--- src/rtl/mmio_uart_tx.sv ---
// Memory-mapped 8N1 UART transmitter.
// Responds on the CPU data-memory bus inside a 16-byte window at BASE_ADDR.
// The CPU pushes bytes into a small TX FIFO and a baud-rate FSM serialises
// them LSB first.
// rd_data is zero outside the window, so it can be OR-ed with the RAM read data.
//
// Bus handshake: there is no valid/ready pair. A store is accepted
// unconditionally on the rising edge where wr_sig is high and the address
// decodes to this block. A TXDATA store that finds the FIFO full is dropped
// and recorded in the sticky overflow flag. Reads are purely combinational
// from addr.
module mmio_uart_tx #(
  parameter logic [31:0] BASE_ADDR  = 32'h0000_1000,
  parameter int          FIFO_DEPTH = 4,
  parameter logic [15:0] DIV_RESET  = 16'd434
) (
  input  logic        clk,
  input  logic        reset,
  input  logic [31:0] addr,
  input  logic        wr_sig,
  input  logic [31:0] wr_data,
  output logic [31:0] rd_data,
  output logic        tx,
  output logic        irq_empty
);

  localparam int AW = $clog2(FIFO_DEPTH);
  localparam int CW = AW + 1;
  localparam logic [CW-1:0] DEPTH_C = CW'(FIFO_DEPTH);

  localparam logic [1:0] OFF_TXDATA  = 2'd0;
  localparam logic [1:0] OFF_STATUS  = 2'd1;
  localparam logic [1:0] OFF_DIVISOR = 2'd2;

  typedef enum logic [1:0] {
    IDLE  = 2'd0,
    START = 2'd1,
    DATA  = 2'd2,
    STOP  = 2'd3
  } state_t;

  // ---------------------------------------------------------------------------
  // Address decode
  // ---------------------------------------------------------------------------
  logic       sel;
  logic [1:0] off;
  logic       wr_txdata;
  logic       wr_status;
  logic       wr_divisor;

  assign sel        = (addr[31:4] == BASE_ADDR[31:4]);
  assign off        = addr[3:2];
  assign wr_txdata  = wr_sig && sel && (off == OFF_TXDATA);
  assign wr_status  = wr_sig && sel && (off == OFF_STATUS);
  assign wr_divisor = wr_sig && sel && (off == OFF_DIVISOR);

  // Byte lanes inside a word and the upper store bits are not decoded.
  logic unused_bits;
  assign unused_bits = ^{addr[1:0], wr_data[31:16]};

  // ---------------------------------------------------------------------------
  // Control registers
  // ---------------------------------------------------------------------------
  logic [15:0] divisor;
  logic        overflow;

  // ---------------------------------------------------------------------------
  // TX FIFO
  // ---------------------------------------------------------------------------
  logic [7:0]    fifo_mem [FIFO_DEPTH];
  logic [AW-1:0] wr_ptr;
  logic [AW-1:0] rd_ptr;
  logic [CW-1:0] count;
  logic          full;
  logic          empty;
  logic          push;
  logic          drop;
  logic          pop;
  logic [7:0]    head;

  assign full  = (count == DEPTH_C);
  assign empty = (count == '0);
  // Fullness is judged before the edge, so a pop on the same edge cannot
  // rescue a store that arrives while the FIFO is full.
  assign push  = wr_txdata && !full;
  assign drop  = wr_txdata && full;
  assign head  = fifo_mem[rd_ptr];

  // ---------------------------------------------------------------------------
  // Transmit FSM and datapath
  // ---------------------------------------------------------------------------
  state_t      state;
  state_t      state_next;
  logic [7:0]  shift;
  logic [15:0] bit_len;
  logic [15:0] baud_cnt;
  logic [2:0]  bit_idx;
  logic        baud_done;
  logic        last_bit;
  logic        busy;

  assign baud_done = (baud_cnt == (bit_len - 16'd1));
  assign last_bit  = (bit_idx == 3'd7);

  // Divisor register: a zero divisor would stall the baud counter, so store 1.
  always_ff @(posedge clk or posedge reset) begin
    if (reset) begin
      divisor <= DIV_RESET;
    end else if (wr_divisor) begin
      divisor <= (wr_data[15:0] == 16'd0) ? 16'd1 : wr_data[15:0];
    end
  end

  // Sticky overflow flag: set by a dropped store, cleared by writing 1 to bit 3.
  always_ff @(posedge clk or posedge reset) begin
    if (reset) begin
      overflow <= 1'b0;
    end else if (drop) begin
      overflow <= 1'b1;
    end else if (wr_status && wr_data[3]) begin
      overflow <= 1'b0;
    end
  end

  // FIFO storage; contents need no reset because count gates every read.
  always_ff @(posedge clk) begin
    if (push) begin
      fifo_mem[wr_ptr] <= wr_data[7:0];
    end
  end

  // FIFO pointers and occupancy; pointers wrap naturally at the power-of-2 depth.
  always_ff @(posedge clk or posedge reset) begin
    if (reset) begin
      wr_ptr <= '0;
      rd_ptr <= '0;
      count  <= '0;
    end else begin
      if (push) begin
        wr_ptr <= wr_ptr + AW'(1);
      end
      if (pop) begin
        rd_ptr <= rd_ptr + AW'(1);
      end
      case ({push, pop})
        2'b10:   count <= count + CW'(1);
        2'b01:   count <= count - CW'(1);
        default: count <= count;
      endcase
    end
  end

  // FSM state register.
  always_ff @(posedge clk or posedge reset) begin
    if (reset) begin
      state <= IDLE;
    end else begin
      state <= state_next;
    end
  end

  // FSM next-state logic: each non-idle state lasts exactly bit_len cycles,
  // DATA repeats eight times, and STOP chains straight into START when a byte is waiting.
  always_comb begin
    state_next = state;
    case (state)
      IDLE: begin
        if (!empty) begin
          state_next = START;
        end
      end
      START: begin
        if (baud_done) begin
          state_next = DATA;
        end
      end
      DATA: begin
        if (baud_done && last_bit) begin
          state_next = STOP;
        end
      end
      STOP: begin
        if (baud_done) begin
          state_next = empty ? IDLE : START;
        end
      end
      default: state_next = IDLE;
    endcase
  end

  // FSM outputs: line level, busy flag and the FIFO pop that starts a frame.
  always_comb begin
    tx   = 1'b1;
    busy = 1'b1;
    pop  = 1'b0;
    case (state)
      IDLE: begin
        busy = 1'b0;
        pop  = !empty;
      end
      START: begin
        tx = 1'b0;
      end
      DATA: begin
        tx = shift[0];
      end
      STOP: begin
        pop = baud_done && !empty;
      end
      default: begin
        tx   = 1'b1;
        busy = 1'b0;
      end
    endcase
  end

  // Frame datapath: a pop loads the byte and snapshots the divisor, so divisor
  // writes during a frame only take effect from the next frame onward.
  always_ff @(posedge clk or posedge reset) begin
    if (reset) begin
      shift    <= 8'h00;
      bit_len  <= DIV_RESET;
      baud_cnt <= 16'd0;
      bit_idx  <= 3'd0;
    end else if (pop) begin
      shift    <= head;
      bit_len  <= divisor;
      baud_cnt <= 16'd0;
      bit_idx  <= 3'd0;
    end else if (state != IDLE) begin
      if (baud_done) begin
        baud_cnt <= 16'd0;
        if (state == DATA) begin
          shift   <= {1'b0, shift[7:1]};
          bit_idx <= bit_idx + 3'd1;
        end
      end else begin
        baud_cnt <= baud_cnt + 16'd1;
      end
    end
  end

  // Interrupt derived purely from registered state.
  assign irq_empty = empty && (state == IDLE);

  // ---------------------------------------------------------------------------
  // Read mux
  // ---------------------------------------------------------------------------
  logic [3:0] count_field;
  assign count_field = 4'(count);

  // Combinational register read; zero outside the window so it can be OR-ed.
  always_comb begin
    rd_data = 32'd0;
    if (sel) begin
      case (off)
        OFF_STATUS:  rd_data = {24'd0, count_field, overflow, empty, full, busy};
        OFF_DIVISOR: rd_data = {16'd0, divisor};
        default:     rd_data = 32'd0;
      endcase
    end
  end

endmodule

--- config.mk ---
export PLATFORM = sky130hd
export DESIGN_NAME = mmio_uart_tx
export DESIGN_NICKNAME = d
export VERILOG_FILES = /design/src/rtl/mmio_uart_tx.sv
export SDC_FILE = /design/constraint.sdc
export NUM_CORES = 1
export LEC_CHECK = 0
export BUFFER_PORTS_ARGS = -buffer_cell sky130_fd_sc_hd__buf_4
export CAP_MARGIN = 10
export CELL_PAD_IN_SITES_DETAIL_PLACEMENT = 0
export CELL_PAD_IN_SITES_GLOBAL_PLACEMENT = 1
export CORE_MARGIN = 1
export CORE_UTILIZATION = 44
export DETAILED_ROUTE_END_ITERATION = 7
export PLACE_DENSITY = 0.84
export SYNTH_ARGS = -nofsm -noshare
export SYNTH_HDL_FRONTEND = slang
export SYNTH_SLANG_ARGS = --single-unit
--- constraint.sdc ---
create_clock -name clk -period 4.58 [get_ports clk]
set_input_delay 0.458 -clock clk [delete_from_list [all_inputs] [get_ports clk]]
set_output_delay 0.458 -clock clk [all_outputs]
set_load 0.05 [all_outputs]
# == After elaboration in Yosys (flattened, before gate mapping) ==
# Memories as Yosys holds them, arrays and structs flattened.
# Index checks and enable logic that the tools add are counted.
# totals
regBits,69
latch_bits,0
ramBits,32
romBits,0
input_bits,67
out_inout_bits,34
wordCells,85
mem_count,1
# op_classes
n_addsub,7
multipliers,0
div_mod_pow,0
n_lt_le_gt_ge,0
n_eq_ne,15
shift,0
n_mux,28
bitwise,0
n_reduce_logical,24
# memory_table
memory,depth,width,read_ports,rd_clocked_by_memory_dff,wr,line_no,rtl
fifo_mem,4,8,1,0,1,70,logic [7:0] fifo_mem [FIFO_DEPTH];
# ops
op,n
16-bit 2-to-1 mux,5
8-bit 2-to-1 mux,4
16-bit one-hot mux with 2 select lines,1
28-bit by 9-bit equality test with 1-bit output (second input constant),1
16-bit by 1-bit adder with 16-bit output (second input constant),1
16-bit equality test,1
16-bit zero test,1
16-bit by 1-bit subtractor with 16-bit output (second input constant),1
3-bit 2-to-1 mux,4
2-bit nonzero test,6
1-bit logical AND,10
2-bit equality test (second input constant),4
2-bit 2-to-1 mux,4
2-bit inequality test (second input constant),4
2-bit one-hot mux with 4 select lines,1
3-bit by 1-bit adder with 3-bit output (second input constant),2
2-bit by 1-bit equality test with 1-bit output (second input constant),3
3-bit equality test (second input constant),2
1-bit 2-to-1 mux,6
3-bit one-hot mux with 2 select lines,1
2-bit by 1-bit adder with 2-bit output (second input constant),2
2-bit zero test,2
1-bit one-hot mux with 2 select lines,2
4-bit AND reduction,1
other kinds (4),5

# == Longest topological paths before layout ==
# Gate-level depths: netlist of the first run.
# logic_depth
depth_word,6
ltp_mapped,17
mapped_depth_nobuf,16

# == Least setup slack after synthesis of the first run ==
# No wires, ideal clock.
# synth_timing
path_type,register to register
startpoint,register bit_len[0]
endpoint,register count[2]
setup_time_ns,0.079
t_arrival_ns,3.520
required_ns,4.501
path_slack_ns,0.981
path_stages_with_launch,18
path_buffers,1
period_less_slack_ns,3.599
cell_sequence,dfrtp_1 inv_1 ha_1 or4b_1 nor3_1 nand3_1 xnor2_1 nor4_4 a31o_2 nand2_4 inv_4 buf_2 ha_1 inv_1 fa_1 xor2_1 nor2_1 xor2_1
# synth_via
elab_chain_len,6
word_cells_on_any_way,8
cone_classes,add/sub (1); eq/ne (3); mux (2); reduce/logical (2)
# synth_lines
item,line_no,rtl
"start, declared",95,logic [15:0] bit_len;
"start signal, assigned",227,bit_len <= divisor;
16-bit by 1-bit subtractor with 16-bit output *,102,assign baud_done = (baud_cnt == (bit_len - 16'd1));
16-bit equality test *,102,
1-bit logical AND *,208,pop = baud_done && !empty;
1-bit one-hot mux with 2 select lines *,196,case (state)
2-bit by 1-bit equality test with 1-bit output or 2-bit equality test (tied branches),145,"case ({push, pop})"
3-bit one-hot mux with 2 select lines or 2-bit nonzero test (tied branches),-,
"end signal, assigned",146,2'b10: count <= count + CW'(1);
"end signal, assigned",147,2'b01: count <= count - CW'(1);
"end signal, assigned",148,default: count <= count;
"end, declared",73,logic [CW-1:0] count;
# Every way passes the cells marked *; elsewhere a longest branch is shown, timed or not.
# A chain may end at the register's enable or synchronous reset.

# == Worst setup path in the final report of the first run ==
# Same ends and word-level chain as after synthesis.

==> results.yml, run 1 <==
global_route:
  track_usage_pct: 19.24
  antenna_found_initial: 0
  grt_overflow_total: 0
  grt_pass1_wl_um: 19400
  grt_max_degree: 70
  grt_pass1_vias: 3863
power:
  sw_frac_of_total_pct: 25.05
  p_seq_share_pct: 52.0
  switching_power_w: 0.0004667
  leakage_nw: 2.878
  power.density_mw_per_mm2: 290.9
  p_comb_share_pct: 6.7
  p_total_w: 0.001863
  power_frac_clock_pct: 41.3
  intPower_w: 0.001396
  ir_drop_mv: 0.1504
detailed_routing:
  drt_iter0_markers: 183
  vias: 3922
  routed_via_density: 5.470
  wl_per_cell_um: 16.18
  first_pass_iters: 5
  drc: 0
  drt_wl_total_um: 11600
  drtAntennaViolNets: 0
synth:
  synthSimpleGateAreaFrac_pct: 16.45
  synth_top_family_by_area: "simple AND/OR/NAND/NOR gates"
  synthAdderAreaFrac_pct: 4.226
  async_flop_share_pct: 68.32
  netlist_instances: 484
  synth_compound_area_share_pct: 9.702
  synth_edf_count: 32
  syn_avg_cell_area_sq_um: 11.38
  synth_xor_area_share_pct: 3.658
  synth_cell_types: 65
  synth.area.mux_share_pct: 11.22
  synth_seq_area_share_pct: 49.03
  synth_warnings: 0
  ys_seq_elements: 101
  syn-cell-area_sq_mm: 0.005507
  synthFlopType: "dfrtp_1"
timing:
  rsz0062_at_grt: "no"
  tns_ns: 0
  hold_viol_final: 0
  fmaxAchievable_mhz: 260.0
  holdWs_ns: 0.3237
  layout_min_cycle_time_ns: 3.847
  setup_viol: 0
  relSlewSlack_pct: 41.52
  clock_skew_ns: 0.008765
  worst_slew_pin_slew_ns: 0.8771
  slew_violations: 0
  period_share_pct: 83.99
layout:
  layout-drive-gt1-share_pct: 27.69
  syn_to_final_growth_pct: 16.29
  final-instance-count-excl-fill: 717
  nNetsFinal: 629
  n_antenna_cell: 0
  final_util_pct: 52.87
placed_design:
  gp_congestion: 0.8365
  io_buffers: 66
  place_inst: 701
  dp_hpwl_um: 8371
floorplanning:
  die_w_um: 113.9
  rows: 40
  initial_core_util_pct: 45.46
  fp.dieH_um: 113.9
  pin_count: 101
  core_sq_mm: 0.01211
  die_area_sq_mm: 0.01297
worst_setup_path:
  worst_path_largest_cell_delay_ns: 0.55
  worst_ep_arrival_time_ns: 4.13
  critPathKind: "flop to flop"
  start_kind: "flop"
  cp_max_fo: 14
  cp_top_family: "simple AND/OR/NAND/NOR gates"
  path_cells: "inv_1 > ha_1 > or4b_1 > nor3_1 > nand3_1 > xnor2_1 > nor4_4 > a31o_2 > nand2_4 > inv_4 > ha_1 > inv_1 > fa_1 > xor2_1 > nor2_1 > xor2_1"
  crit_slowest_cell: "or4b_1"
  end_kind: "flop"
  critPathBufInv: 3
  worstPathRequired_ns: 4.86
status:
  status: "finished, final reports clean"
clocking:
  clockRootBuffer: "clkbuf_16"
  post_cts_resized: 0
  cts_setup_buffers: 0
  clk_pin_slew_worst_paths_ns: 0.08
  hold_buffers: 0
  cts_tree: "done"
  clock_sinks: 101
  clock_latency_ns: 0.35
  cts_buffers: 9
  cts_max_path_buffers: 2
  htree_levels: 3
run:
  maxCapViolCount: 0
min_path:
  hp-class: "primary input to flop"
[flip-flops by register name (all words and copies together) (netlist names)]
| register | flops |
|---|---|
| bit_len | 16 |
| shift | 8 |
| baud_cnt | 16 |
| state | 2 |
| bit_idx | 3 |
| rd_ptr | 2 |
| overflow | 1 |
| wr_ptr | 2 |
| divisor | 16 |
| count | 3 |
| fifo_mem | 32 |
[cells in the mapped netlist, types with 7 or more instances]
| cell | n | area, sq um |
|---|---|---|
| nand4_1 | 9 | 56.30 |
| inv_1 | 20 | 75.07 |
| buf_4 | 16 | 120.1 |
| o21ai_0 | 33 | 165.2 |
| a211oi_1 | 9 | 67.56 |
| mux4_2 | 8 | 180.2 |
| nand2_1 | 21 | 78.83 |
| mux2_2 | 25 | 281.5 |
| ha_1 | 17 | 212.7 |
| nor4_1 | 13 | 81.33 |
| nor2_1 | 27 | 101.4 |
| mux2i_1 | 10 | 100.1 |
| nand3_1 | 24 | 120.1 |
| dfrtp_1 | 59 | 1476 |
| xnor2_1 | 13 | 113.9 |
| clkbuf_1 | 11 | 41.29 |
| dfstp_2 | 10 | 262.8 |
| and3_1 | 18 | 112.6 |
| a21oi_1 | 7 | 35.03 |
| xor2_1 | 10 | 87.58 |
| edfxtp_1 | 32 | 960.9 |
[cell usage in the layout, fill, tap and decap left out, drive strengths merged, types with 17 or more instances in the layout]
cell type	instances
dfrtp	59
and3	18
o21ai	33
mux2	29
edfxtp	32
buf	73
ha	17
nand2	22
inv	24
nand3	24
nor2	27
[layout make-up]
cell class / instances / area (sq um)
clock buffer: 9 / 225.2
clock inverter: 7 / 86.33
fill: 1057 / 5708
inverter: 21 / 81.33
multi-input combinational: 338 / 2552
sequential: 101 / 2700
tap: 168 / 210.2
timing repair buffer: 73 / 548.0
[kinds of logic after synthesis]
| kind of cell | count (synthesis) |
|---|---|
| flip-flops | 101 |
| AND/OR/NAND/NOR | 154 |
| XOR/XNOR | 23 |
| AO/OA/AOI/OAI | 80 |
| buffers and inverters | 60 |
| multiplexers | 47 |
| adder cells (fa/ha/maj) | 18 |
| other | 1 |
[path summary, 6_finish.rpt]
| path | start | to | cells after the start | slack [ns] |
|---|---|---|---|---|
| min in group asynchronous | reset | bit_len[14] | 3 | 0.37 |
| worst min register to register | overflow | overflow | 2 | 0.48 |
| worst min-delay path | wr_data[4] | fifo_mem[2][4] | 1 | 0.32 |
| worst max-delay path | bit_len[0] | count[2] | 16 | 0.73 |
| worst max register to register | bit_len[0] | count[2] | 16 | 0.73 |
| max in group asynchronous | reset | baud_cnt[1] | 3 | 3.64 |
[per-stage QoR]
stage               area [sq um]  setup WS, ns
finish                      6404        0.7332
global route                6404        0.3992
CTS                         6404        0.7019
detailed placement          6092        0.7175
global placement            6092        0.7647
floorplan                   5563        0.9810
[power by group through the flow]
stage	clock network [W]	registers [W]	logic, W
global route	0.000815	0.000973	0.000139
CTS	0.000782	0.000970	0.000126
detailed placement	0	0.000988	0.000126
global placement	0	0.000987	0.000123
finish	0.000769	0.000969	0.000124
floorplan	0	0.000984	0.0000848
[routing by layer]
| metal | vias up | wire length (um) | GRT usage (%) |
|---|---|---|---|
| met5 | - | 0 | 0 |
| met2 | 140 | 5620 | 32.03 |
| met1 | 1896 | 5187 | 24.91 |
| met3 | 14 | 573 | 3.507 |
| met4 | 0 | 219 | 7.706 |
| li1 | 1872 | - | - |
Note: power is estimated with default switching activity, not from simulation.
==> run 2: changes to the inputs <==
Settings changed: ABC_AREA from default to 1, CORE_UTILIZATION 44 to 38, PLACE_DENSITY 0.84 to 0.81.
Clock period 4.58 ns to 3.33 ns, I/O delays scaled along.
==> results.yml, run 2 <==
status:
  status: "finished, final reports clean"
placed_design:
  gp_congestion: 0.8446
  io_buffers: 66
  dp_hpwl_um: 10800
synth:
  synth.most_common_cell: "nand2_1"
  synthFlopType: "dfrtp_1"
  syn_avg_cell_area_sq_um: 7.872
  synth_cell_types: 44
  async_flop_share_pct: 68.32
  synthTopCellsByArea: "dfrtp_1 24%, edfxtp_1 16%, nand2_1 13%"
  netlist_instances: 786
  synth_warnings: 0
  synth_edf_count: 32
  ys_seq_elements: 101
  yosysTopAreaCell: "dfrtp_1"
  synth_common_cells: "210 x nand2_1, 85 x nor2_1, 81 x inv_1, 80 x nand3_1, 59 x dfrtp_1"
  syn-cell-area_sq_mm: 0.006187
  synth_seq_area_share_pct: 43.64
  synth_top_area_share_pct: 23.86
detailed_routing:
  vias: 4998
  routed_via_density: 4.662
  drtAntennaViolNets: 0
  drt_wl_total_um: 14040
  first_pass_iters: 4
  drt-met1-wl_um: 7084
  drt_iter0_markers: 248
  drc: 0
  wl_per_cell_um: 13.10
  dr_wl_met3_um: 444
  top_layer_used: "met4"
  dr_wl_met2_um: 6396
timing:
  setup_viol: 0
  fmaxAchievable_mhz: 328.4
  holdWs_ns: 0.00001155
  slew_violations: 0
  relSlewSlack_pct: 55.39
  rsz0062_at_grt: "no"
  tns_ns: 0
  clock_skew_ns: 0.01405
  period_share_pct: 91.44
  layout_min_cycle_time_ns: 3.045
  worst_slew_pin_slew_ns: 0.6675
  hold_viol_final: 0
run:
  maxCapViolCount: 0
power:
  switching_power_w: 0.0005980
  power_frac_clock_pct: 42.8
  power.density_mw_per_mm2: 343.8
  leakage_nw: 3.434
  intPower_w: 0.001861
  ir_drop_mv: 0.2371
  p_total_w: 0.002459
  sw_frac_of_total_pct: 24.32
  p_comb_share_pct: 5.2
  p_seq_share_pct: 52.1
global_route:
  grt_max_degree: 56
  grt_overflow_total: 0
  track_usage_pct: 17.70
  antenna_found_initial: 0
  grt_pass1_vias: 4596
  grt_pass1_wl_um: 23280
clocking:
  cts_max_path_buffers: 2
  cts_buffers: 9
  clockRootBuffer: "clkbuf_16"
  cts_tree: "done"
  clk_pin_slew_worst_paths_ns: 0.08
  htree_levels: 3
  cts_setup_buffers: 0
  clock_sinks: 101
  hold_buffers: 0
  post_cts_resized: 0
  clock_latency_ns: 0.35
layout:
  final_cell_mix: "210 x nand2_1, 85 x nor2_1, 80 x inv_1, 80 x nand3_1, 79 x buf_4"
  multi_input_area_sq_mm: 0.002949
  n_antenna_cell: 0
  syn_to_final_growth_pct: 15.59
  top_register: "fifo_mem"
  layout-drive-gt1-share_pct: 17.29
  seq_area_sq_mm: 0.002700
  largest_reg_flops: 32
  layout_commonest_cell: "nand2_1"
  fillerInstances: 1635
  nNetsFinal: 936
floorplanning:
  pin_count: 101
  core_sq_mm: 0.01589
  die_w_um: 129.6
  die_area_sq_mm: 0.01680
  initial_core_util_pct: 38.95
  fp.dieH_um: 129.6
  rows: 46
worst_setup_path:
  start_kind: "flop"
  worst_r2r_path_depth: 19
  critPathKind: "flop to flop"
  cp_max_fo: 3
  r2r_setup_slack_ns: 0.28
  end_kind: "flop"
  worst_ep_arrival_time_ns: 3.27
  regToRegStartpoint: "bit_len[1]"
  r2r_end: "count[2]"
  worstPathRequired_ns: 3.56
min_path:
  hp-class: "primary input to asynchronous set/reset pin"
==> run 2: cell families after synthesis <==
family / synth area share (%)
and+or+nand+nor: 31.87
adders and majority gates: 3.761
AOI/OAI and AO/OA: 6.956
xor gates and xnor gates: 4.105
buffers and inverters: 9.606
DFF: 43.64
other: 0.06061
==> run 2: worst max-delay path, cell delays in order, from the launching register on <==
cell	delay (ns)
dfstp_2	0.56
inv_1	0.05
ha_1	0.28
nand2_1	0.07
inv_1	0.03
nor2_1	0.07
o21ai_0	0.13
nor2_1	0.14
nand2_1	0.06
clkinv_1	0.04
nand2_1	0.07
nor2_4	0.12
nand3_4	0.10
a21oi_4	0.18
ha_1	0.18
inv_1	0.07
fa_1	0.38
a21oi_1	0.15
o21ai_0	0.11
xor2_1	0.15
==> run 2: area by class of cell <==
| class | instances | area share, % |
|---|---|---|
| Clock buffer | 9 | 3.149 |
| Tap cell | 216 | 3.779 |
| Inverter | 87 | 4.566 |
| Multi-Input combinational cell | 573 | 41.24 |
| Timing Repair Buffer | 79 | 8.293 |
| Clock inverter | 7 | 1.225 |
| Sequential cell | 101 | 37.75 |
==> run 2: worst max path at each step <==
stage,startpoint,to,cells after the start
finish,bit_len[1],count[2],19
global route,bit_len[0],count[2],18
CTS,bit_len[1],count[2],19
detailed placement,bit_len[1],count[2],19
global placement,bit_len[1],count[2],19
floorplan,bit_len[1],count[2],19
==> run 2: power groups by stage <==
stage               registers, W  clock network (W)  logic [W]
floorplan                0.00131                  0  0.0000794
global placement         0.00131                  0   0.000128
detailed placement       0.00131                  0   0.000129
CTS                      0.00128            0.00108   0.000129
global route             0.00128            0.00112   0.000139
finish                   0.00128            0.00105   0.000127
==> run 2: metal layers <==
layer | up-vias | global-route usage (%)
met5 | - | 0
li1 | 2648 | -
met4 | 0 | 5.130
met2 | 92 | 27.46
met1 | 2250 | 25.95
met3 | 8 | 1.982
==> run 2: through the flow <==
| stage | util [%] | std cells | cell area, sq um | worst slack (ns) |
|---|---|---|---|---|
| 3_5_place_dp | 43.05 | 1056 | 6839 | 0.2915 |
| 5_1_grt | 45.02 | 1072 | 7152 | 0.02560 |
| 3_3_place_gp | 43.05 | 1056 | 6839 | 0.3385 |
| 2_1_floorplan | - | 801 | 6243 | 0.2591 |
| 6_report | 45.02 | 1072 | 7152 | 0.2849 |
| 4_1_cts | 45.02 | 1072 | 7152 | 0.2691 |
